### src/rtl/vscale_md_requester.sv
`default_nettype none
// ---------------------------------------------------------------------------
// vscale_md_requester
//   Decodes RV32M instructions into mul/div unit requests, resolves the
//   divide-by-zero and signed-overflow cases locally, holds the result for
//   writeback.
//   Rev 1.0 - initial release
// ---------------------------------------------------------------------------
module vscale_md_requester #(
  parameter int XPR_LEN = 32
) (
  input  logic               clk,
  input  logic               reset_n,
  input  logic               issue_valid,
  output logic               issue_ready,
  input  logic [2:0]         issue_funct3,
  input  logic [XPR_LEN-1:0] issue_rs1,
  input  logic [XPR_LEN-1:0] issue_rs2,
  input  logic               kill,
  output logic               req_valid,
  input  logic               req_ready,
  output logic               req_in_1_signed,
  output logic               req_in_2_signed,
  output logic [1:0]         req_op,
  output logic [1:0]         req_out_sel,
  output logic [XPR_LEN-1:0] req_in_1,
  output logic [XPR_LEN-1:0] req_in_2,
  input  logic               resp_valid,
  input  logic [XPR_LEN-1:0] resp_result,
  output logic               wb_valid,
  output logic [XPR_LEN-1:0] wb_data,
  input  logic               wb_ack
);

  localparam logic [1:0] c_op_mul  = 2'd0;
  localparam logic [1:0] c_op_div  = 2'd1;
  localparam logic [1:0] c_op_rem  = 2'd2;
  localparam logic [1:0] c_sel_lo  = 2'd0;
  localparam logic [1:0] c_sel_hi  = 2'd1;
  localparam logic [1:0] c_sel_rem = 2'd2;
  localparam logic [XPR_LEN-1:0] c_int_min = {1'b1, {(XPR_LEN-1){1'b0}}};

  typedef enum logic [2:0] {
    S_IDLE  = 3'd0,
    S_REQ   = 3'd1,
    S_WAIT  = 3'd2,
    S_DONE  = 3'd3,
    S_DRAIN = 3'd4
  } state_t;

  state_t r_state;
  state_t w_next;

  logic               r_req_valid;
  logic               r_s1;
  logic               r_s2;
  logic [1:0]         r_op;
  logic [1:0]         r_sel;
  logic [XPR_LEN-1:0] r_in_1;
  logic [XPR_LEN-1:0] r_in_2;
  logic               r_wb_valid;
  logic [XPR_LEN-1:0] r_wb_data;

  logic               w_s1;
  logic               w_s2;
  logic [1:0]         w_op;
  logic [1:0]         w_sel;
  logic               w_is_div;
  logic               w_is_rem;
  logic               w_div_zero;
  logic               w_ovf;
  logic               w_special;
  logic [XPR_LEN-1:0] w_special_result;

  always_comb begin
    w_op  = c_op_mul;
    w_sel = c_sel_lo;
    w_s1  = 1'b1;
    w_s2  = 1'b1;
    case (issue_funct3)
      3'b000: ;
      3'b001: w_sel = c_sel_hi;
      3'b010: begin w_sel = c_sel_hi; w_s2 = 1'b0; end
      3'b011: begin w_sel = c_sel_hi; w_s1 = 1'b0; w_s2 = 1'b0; end
      3'b100: w_op = c_op_div;
      3'b101: begin w_op = c_op_div; w_s1 = 1'b0; w_s2 = 1'b0; end
      3'b110: begin w_op = c_op_rem; w_sel = c_sel_rem; end
      default: begin w_op = c_op_rem; w_sel = c_sel_rem; w_s1 = 1'b0; w_s2 = 1'b0; end
    endcase
  end

  assign w_is_div   = (issue_funct3[2:1] == 2'b10);
  assign w_is_rem   = (issue_funct3[2:1] == 2'b11);
  assign w_div_zero = (issue_rs2 == '0);
  // Overflow only exists for the signed forms (funct3[0] clear).
  assign w_ovf      = !issue_funct3[0] && (issue_rs1 == c_int_min) && (issue_rs2 == '1);

  always_comb begin
    w_special        = 1'b0;
    w_special_result = '0;
    if (w_is_div || w_is_rem) begin
      if (w_div_zero) begin
        w_special        = 1'b1;
        w_special_result = w_is_div ? '1 : issue_rs1;
      end else if (w_ovf) begin
        w_special        = 1'b1;
        w_special_result = w_is_div ? c_int_min : '0;
      end
    end
  end

  always_comb begin
    w_next = r_state;
    case (r_state)
      S_IDLE:  if (issue_valid && !kill) w_next = w_special ? S_DONE : S_REQ;
      S_REQ: begin
        if (kill)           w_next = req_ready ? S_DRAIN : S_IDLE;
        else if (req_ready) w_next = S_WAIT;
      end
      S_WAIT: begin
        // A response coinciding with the kill completes the unit's work, so no drain is needed.
        if (kill)            w_next = resp_valid ? S_IDLE : S_DRAIN;
        else if (resp_valid) w_next = S_DONE;
      end
      S_DRAIN: if (resp_valid) w_next = S_IDLE;
      S_DONE:  if (wb_ack || kill) w_next = S_IDLE;
      default: w_next = S_IDLE;
    endcase
  end

  always_ff @(posedge clk or negedge reset_n) begin
    if (!reset_n) begin
      r_state     <= S_IDLE;
      r_req_valid <= 1'b0;
      r_s1        <= 1'b0;
      r_s2        <= 1'b0;
      r_op        <= 2'd0;
      r_sel       <= 2'd0;
      r_in_1      <= '0;
      r_in_2      <= '0;
      r_wb_valid  <= 1'b0;
      r_wb_data   <= '0;
    end else begin
      r_state     <= w_next;
      r_req_valid <= (w_next == S_REQ);
      r_wb_valid  <= (w_next == S_DONE);
      if (r_state == S_IDLE && w_next == S_REQ) begin
        r_s1   <= w_s1;
        r_s2   <= w_s2;
        r_op   <= w_op;
        r_sel  <= w_sel;
        r_in_1 <= issue_rs1;
        r_in_2 <= issue_rs2;
      end
      if (r_state == S_IDLE && w_next == S_DONE) r_wb_data <= w_special_result;
      if (r_state == S_WAIT && w_next == S_DONE) r_wb_data <= resp_result;
    end
  end

  assign issue_ready     = (r_state == S_IDLE);
  assign req_valid       = r_req_valid;
  assign req_in_1_signed = r_s1;
  assign req_in_2_signed = r_s2;
  assign req_op          = r_op;
  assign req_out_sel     = r_sel;
  assign req_in_1        = r_in_1;
  assign req_in_2        = r_in_2;
  assign wb_valid        = r_wb_valid;
  assign wb_data         = r_wb_data;

endmodule
`default_nettype wire

### config.mk
export PLATFORM = sky130hd
export DESIGN_NAME = vscale_md_requester
export DESIGN_NICKNAME = d
export VERILOG_FILES = /design/src/rtl/vscale_md_requester.sv
export SDC_FILE = /design/constraint.sdc
export NUM_CORES = 1
export LEC_CHECK = 0
export ABC_CLOCK_PERIOD_IN_PS = 2200
export BUFFER_PORTS_ARGS = -buffer_cell sky130_fd_sc_hd__buf_2
export CAP_MARGIN = 20
export CORE_MARGIN = 1
export CORE_UTILIZATION = 43
export DETAILED_ROUTE_END_ITERATION = 8
export HOLD_SLACK_MARGIN = 0.12
export PLACE_DENSITY = 0.73
export SLEW_MARGIN = 20
export SYNTH_ARGS = -nofsm -noshare
export SYNTH_HDL_FRONTEND = slang
export SYNTH_SLANG_ARGS = --single-unit
### constraint.sdc
create_clock -name clk -period 2.2 [get_ports clk]
set_input_delay 0.11 -clock clk [delete_from_list [all_inputs] [get_ports clk]]
set_output_delay 0.11 -clock clk [all_outputs]
set_load 0.03 [all_outputs]
Yosys cells after proc, flatten, opt, wreduce, memory -nomap -nowiden
Cells that the tools add are included.
W data, S select, Z words.
{"block": "totals", "reg_bits": 107, "in_bits": 106}
{"block": "op_classes", "n_eq_ne": 16, "n_mux": 25, "n_reduce_logical": 20}
{"cell": "$mux W32", "count": 7}
{"cell": "$eq A32 B32 Y1 const B", "count": 2}
{"cell": "$logic_not A32 Y1", "count": 1}
{"cell": "$mux W3", "count": 9}
{"cell": "$eq A3 B2 Y1 const B", "count": 5}
{"cell": "$pmux W3 S5", "count": 1}
{"cell": "$eq A3 B3 Y1 const B", "count": 4}
{"cell": "$eq A3 B1 Y1 const B", "count": 3}
{"cell": "$pmux W2 S2", "count": 2}
{"cell": "$reduce_or A4 Y1", "count": 2}
{"cell": "$logic_and A1 B1 Y1", "count": 6}
{"cell": "$logic_not A3 Y1", "count": 2}
{"cell": "$reduce_or A3 Y1", "count": 2}
{"cell": "$mux W1", "count": 5}
{"cell": "$reduce_or A5 Y1", "count": 1}
{"cell": "$eq A2 B2 Y1 const B", "count": 2}
{"cell": "$logic_not A1 Y1", "count": 2}
{"cell": "$logic_or A1 B1 Y1", "count": 2}
{"cell": "$mux W2", "count": 1}
{"cell": "$reduce_bool A2 Y1", "count": 1}
{"cell": "$reduce_or A2 Y1", "count": 1}

Depth between registers and ports, before layout
{"block": "depth", "ltp_word": 13, "ltp_mapped": 8}

Least setup slack after synthesis
No wires, ideal clock.
{"block": "synth_path", "path_kind": "register to register", "from": "register r_state[0]", "to": "register r_in_2[10], in the netlist req_in_2[10]", "setup_ps": 125, "arrival_ps": 2118, "required_ps": 2075, "path_slack_ps": -43, "path_stages_with_launch": 9, "path_cell_list": "dfrtp_1 -> clkbuf_1 -> a21boi_0 -> o21ai_0 -> o31a_1 -> o21ai_2 -> nor2_1 -> clkbuf_1 -> mux2_2"}
{"block": "synth_between", "elab_cells_between_ends": 15, "cone_classes": "eq/ne (5); mux (8); reduce/logical (2)"}
{"element": "from (decl)", "line_no": "51", "text": "state_t r_state;"}
{"element": "from (signal assigned)", "line_no": "144", "text": "r_state <= w_next;"}
{"element": "$eq A3 B2 Y1, or another cell as far along", "line_no": "114", "text": "case (r_state)"}
{"element": "$pmux W3 S5 (*)", "line_no": "114"}
{"element": "named net w_next[1]", "line_no": "52", "text": "state_t w_next;"}
{"element": "$eq A3 B1 Y1 (*)", "line_no": "147", "text": "if (r_state == S_IDLE && w_next == S_REQ) begin"}
{"element": "$logic_and A1 B1 Y1 (*)", "line_no": "147"}
{"element": "to (signal assigned)", "line_no": "153", "text": "r_in_2 <= issue_rs2;"}
{"element": "to (decl)", "line_no": "60", "text": "logic [XPR_LEN-1:0] r_in_2;"}
The timed path passes the listed nets; every way through them passes the cells marked *.
A chain may end at the register's enable or synchronous reset.

Final worst setup path
{"block": "layout_path", "from": "register r_state[0]", "to": "register r_wb_data[22], in the netlist wb_data[22]"}
{"block": "layout_between", "elab_chain_cells": 6, "elab_cells_between_ends": 18, "cone_classes": "eq/ne (5); mux (9); reduce/logical (4)"}
{"element": "$mux W3 (on tied branches)", "line_no": "123, 118"}
{"element": "$mux W3 (on tied branches)", "line_no": "122, 117"}
{"element": "$pmux W3 S5", "line_no": "114"}
{"element": "$eq A3 B2 Y1", "line_no": "155, 156"}
{"element": "$logic_and A1 B1 Y1 (on tied branches)", "line_no": "156, 155"}
{"element": "$mux W32 / $reduce_bool A2 Y1 (equally long branches)"}
{"element": "to (signal assigned)", "line_no": "155", "text": "if (r_state == S_IDLE && w_next == S_DONE) r_wb_data <= w_special_result;"}
{"element": "to (signal assigned)", "line_no": "156", "text": "if (r_state == S_WAIT && w_next == S_DONE) r_wb_data <= resp_result;"}
{"element": "to (decl)", "line_no": "62", "text": "logic [XPR_LEN-1:0] r_wb_data;"}
Several ways; a longest one is shown, not always the timed one.

==> reports/qor.txt <==
CP cell instances - buf_4 -> nand2_1 -> o21ai_0 -> o21ai_0 -> nand2_1 -> nor4b_4 -> buf_4 -> clkbuf_16 -> mux2_1
Netlist cell types - 35
Net Sw Power - 0.00299 W
Slowest CP cell - dfrtp_1
Post-route ant nets - 0
CP Class - reg -> reg
Drt pass-1 iters - 5
Final setup fails - 0
CTS Root Cell - clkbuf_16
Fmax - 469 MHz
Top FF cell, synth - dfrtp_1
Share of cells above drive strength 1 - 48.6%
Largest net degree at the start of global routing - 52
Initial antenna violation count - 0
Placement row count - 39
Top cell type's share of synthesized area - 53.5%
Clk_lat worst skew - 0.35 ns
First DRT Iteration DRCs - 300
Fin nets - 866
Critical Path AT - 2.36 ns
CP Launch Type - flop
Fin area - 7860 um^2
GRT Util Overall - 29.9%
Final clock skew - 0.00868 ns
Sequential Power Share - 36.9%
Syn_nets - 531
Chip height - 110 um
Asr flop ratio synth - 100%
Combinational share of power - 39.7%
Num CTS Buffers - 9
Final Hold Violating Endpoints - 0
Critical path required time - 2.43 ns
Routed WL per cell - 19.8 um
Slew headroom - 28.6%
Starting Density - 44.1%
Status - complete, no violations
Placed Area - 6620 um^2
Worst slew pin tran - 1.07 ns
Worst setup EP type - flop
Clock sink count - 107
Crit path time final - 2.13 ns
VDD IR-drop max - 0.653 mV
Switch share - 39.1%
Syn Area/Cell - 11.8 um^2
Unrepaired setup endpoints after global routing - true
RD Place Congestion - 0.903
Max clock buf depth - 2
Power Density - 971 nW/um^2
Antenna diode count - 0
Core Box Area - 11400 um^2
Leak Pwr - 3.79 nW
Number of enable flip-flop cells after synthesis - 0
Syn Inst Count - 425
Vias - 5025
Global-route wire length before repair - 26.8 mm
CTS tree - built
Fin. max-slew vios - 0
Drt drc - 0
Vias per cell - 5.53
Area delta synth->final - 57.0%
Ranking of synthesized cells by area - dfrtp_1 (53%), mux2_2 (16%), mux2_1 (6.7%)
Synth area leader - dfrtp_1
Die Wd - 110 um
Post-DP HPWL - 12.3 mm
Seq/Total Area, Yosys - 53.5%
Maxcap violations - 0
FF+latch count, synth - 107
PortBufs - 210
Worst-path fanout max - 8
Count leader, synth - dfrtp_1
H-tree levels - 3
Internal - 0.00465 W
Part of the cycle the worst path needs - 96.9%
Vias in the first global route - 5113
Netlist Area Pre-Place - 5010 um^2
Crit path max-delay family - buffers and inverters
Clock-pin transition on the worst setup and hold timing paths - 0.07 ns
HP Class - in -> reg
Global route overflow - 0
Final cell utilization of the core - 69.2%
DIE AREA - 12100 um^2
Synth top cells by count - dfrtp_1 (107), mux2_2 (70), nand2_1 (38), nor2_1 (38), o31ai_1 (31)
Clock share of power - 23.4%
Ys Warns - 0
Bufs and invs on worst path - 3
Final wirelength - 18.0 mm
Num ports - 211
CP max stage delay - 0.42 ns
==> power groups by stage <==
stage | Clock (W) | Sequential [W] | Combinational, W
finish | 0.00178 | 0.00282 | 0.00303
global route | 0.00187 | 0.00288 | 0.00319
CTS | 0.00180 | 0.00281 | 0.00301
detailed placement | 0 | 0.00283 | 0.00288
global placement | 0 | 0.00279 | 0.00284
floorplan | 0 | 0.00392 | 0.000699
==> registers in the layout (all words and copies together), names as in the netlist <==
| signal | flops |
|---|---|
| req_op | 2 |
| req_in_2 | 32 |
| req_in_2_signed | 1 |
| r_state | 3 |
| wb_data | 32 |
| req_out_sel | 2 |
| req_in_1 | 32 |
| wb_valid | 1 |
| req_valid | 1 |
| req_in_1_signed | 1 |
==> what timing repair did <==
item,4_1_cts,5_1_grt
hold endpoints to repair,117,0
hold buffers,77,0
buffers inserted,5,1
gates cloned,1,2
resized for setup,5,5
setup endpoints to repair,32,92
pin swaps,4,3
==> kinds of logic after synthesis <==
group | share of synthesized area, %
and+or+nand+nor | 14.8
DFF | 53.5
muxes | 23.1
AOI/OAI and AO/OA | 6.17
buffers and inverters | 2.47
==> final timing paths <==
check	slack, ns	depth (start not counted)	startpoint	to
worst min register to register	0.49	1	wb_data[20]	wb_data[20]
max in group asynchronous	1.17	3	reset_n	req_in_2[3]
worst min-delay path	0.13	3	issue_rs2[9]	req_in_2[9]
worst max register to register	0.07	9	r_state[0]	wb_data[22]
min in group asynchronous	0.29	2	reset_n	wb_data[10]
worst max-delay path	0.07	9	r_state[0]	wb_data[22]
==> routing by layer <==
layer	routed length, um	vias to the layer above	global-route usage [%]
li1	-	2247	-
met1	7030	2489	36.5
met2	9140	250	50.6
met3	1320	39	6.16
met4	490	0	13.9
met5	0	-	0
==> cells in the final DEF, fill, tap and decap left out, types with 16 or more instances in the layout <==
| cell | Yosys | layout |
|---|---|---|
| buf_2 | 0 | 209 |
| nand2_1 | 38 | 38 |
| mux2_1 | 30 | 29 |
| nor4_1 | 20 | 16 |
| nor2_1 | 38 | 35 |
| mux2_2 | 70 | 71 |
| buf_4 | 3 | 55 |
| nand4_1 | 19 | 19 |
| o31ai_1 | 31 | 31 |
| dfrtp_1 | 107 | 106 |
| dlygate4sd3_1 | 0 | 77 |
==> worst min-delay path, cell delays in order <==
cell and delay, ns:
buf_2 0.09, buf_4 0.11, mux2_2 0.13
==> stage by stage <==
stage / hold WS [ns] / power [W] / setup WS (ns) / setup TNS, ns / instances
after floorplan: -0.186 / 0.00462 / -0.0180 / -1.12 / 425
after global placement: 0.130 / 0.00563 / -0.340 / -18.59 / 806
after detailed placement: 0.146 / 0.00571 / -0.396 / -22.37 / 806
after CTS: 0.122 / 0.00762 / 0.000785 / 0 / 905
after global routing: 0.129 / 0.00794 / -0.0389 / -0.464 / 908
final: 0.130 / 0.00763 / 0.0687 / 0 / 908
==> cell type report <==
type,instances,area (um^2)
multi-input combinational,288,2250
inverter,4,15.0
fill,831,3510
sequential,107,2680
clock buffer,9,225
tap,143,179
clock inverter,7,103
timing repair buffer,350,2410
Note: power is estimated with default switching activity, not from simulation.
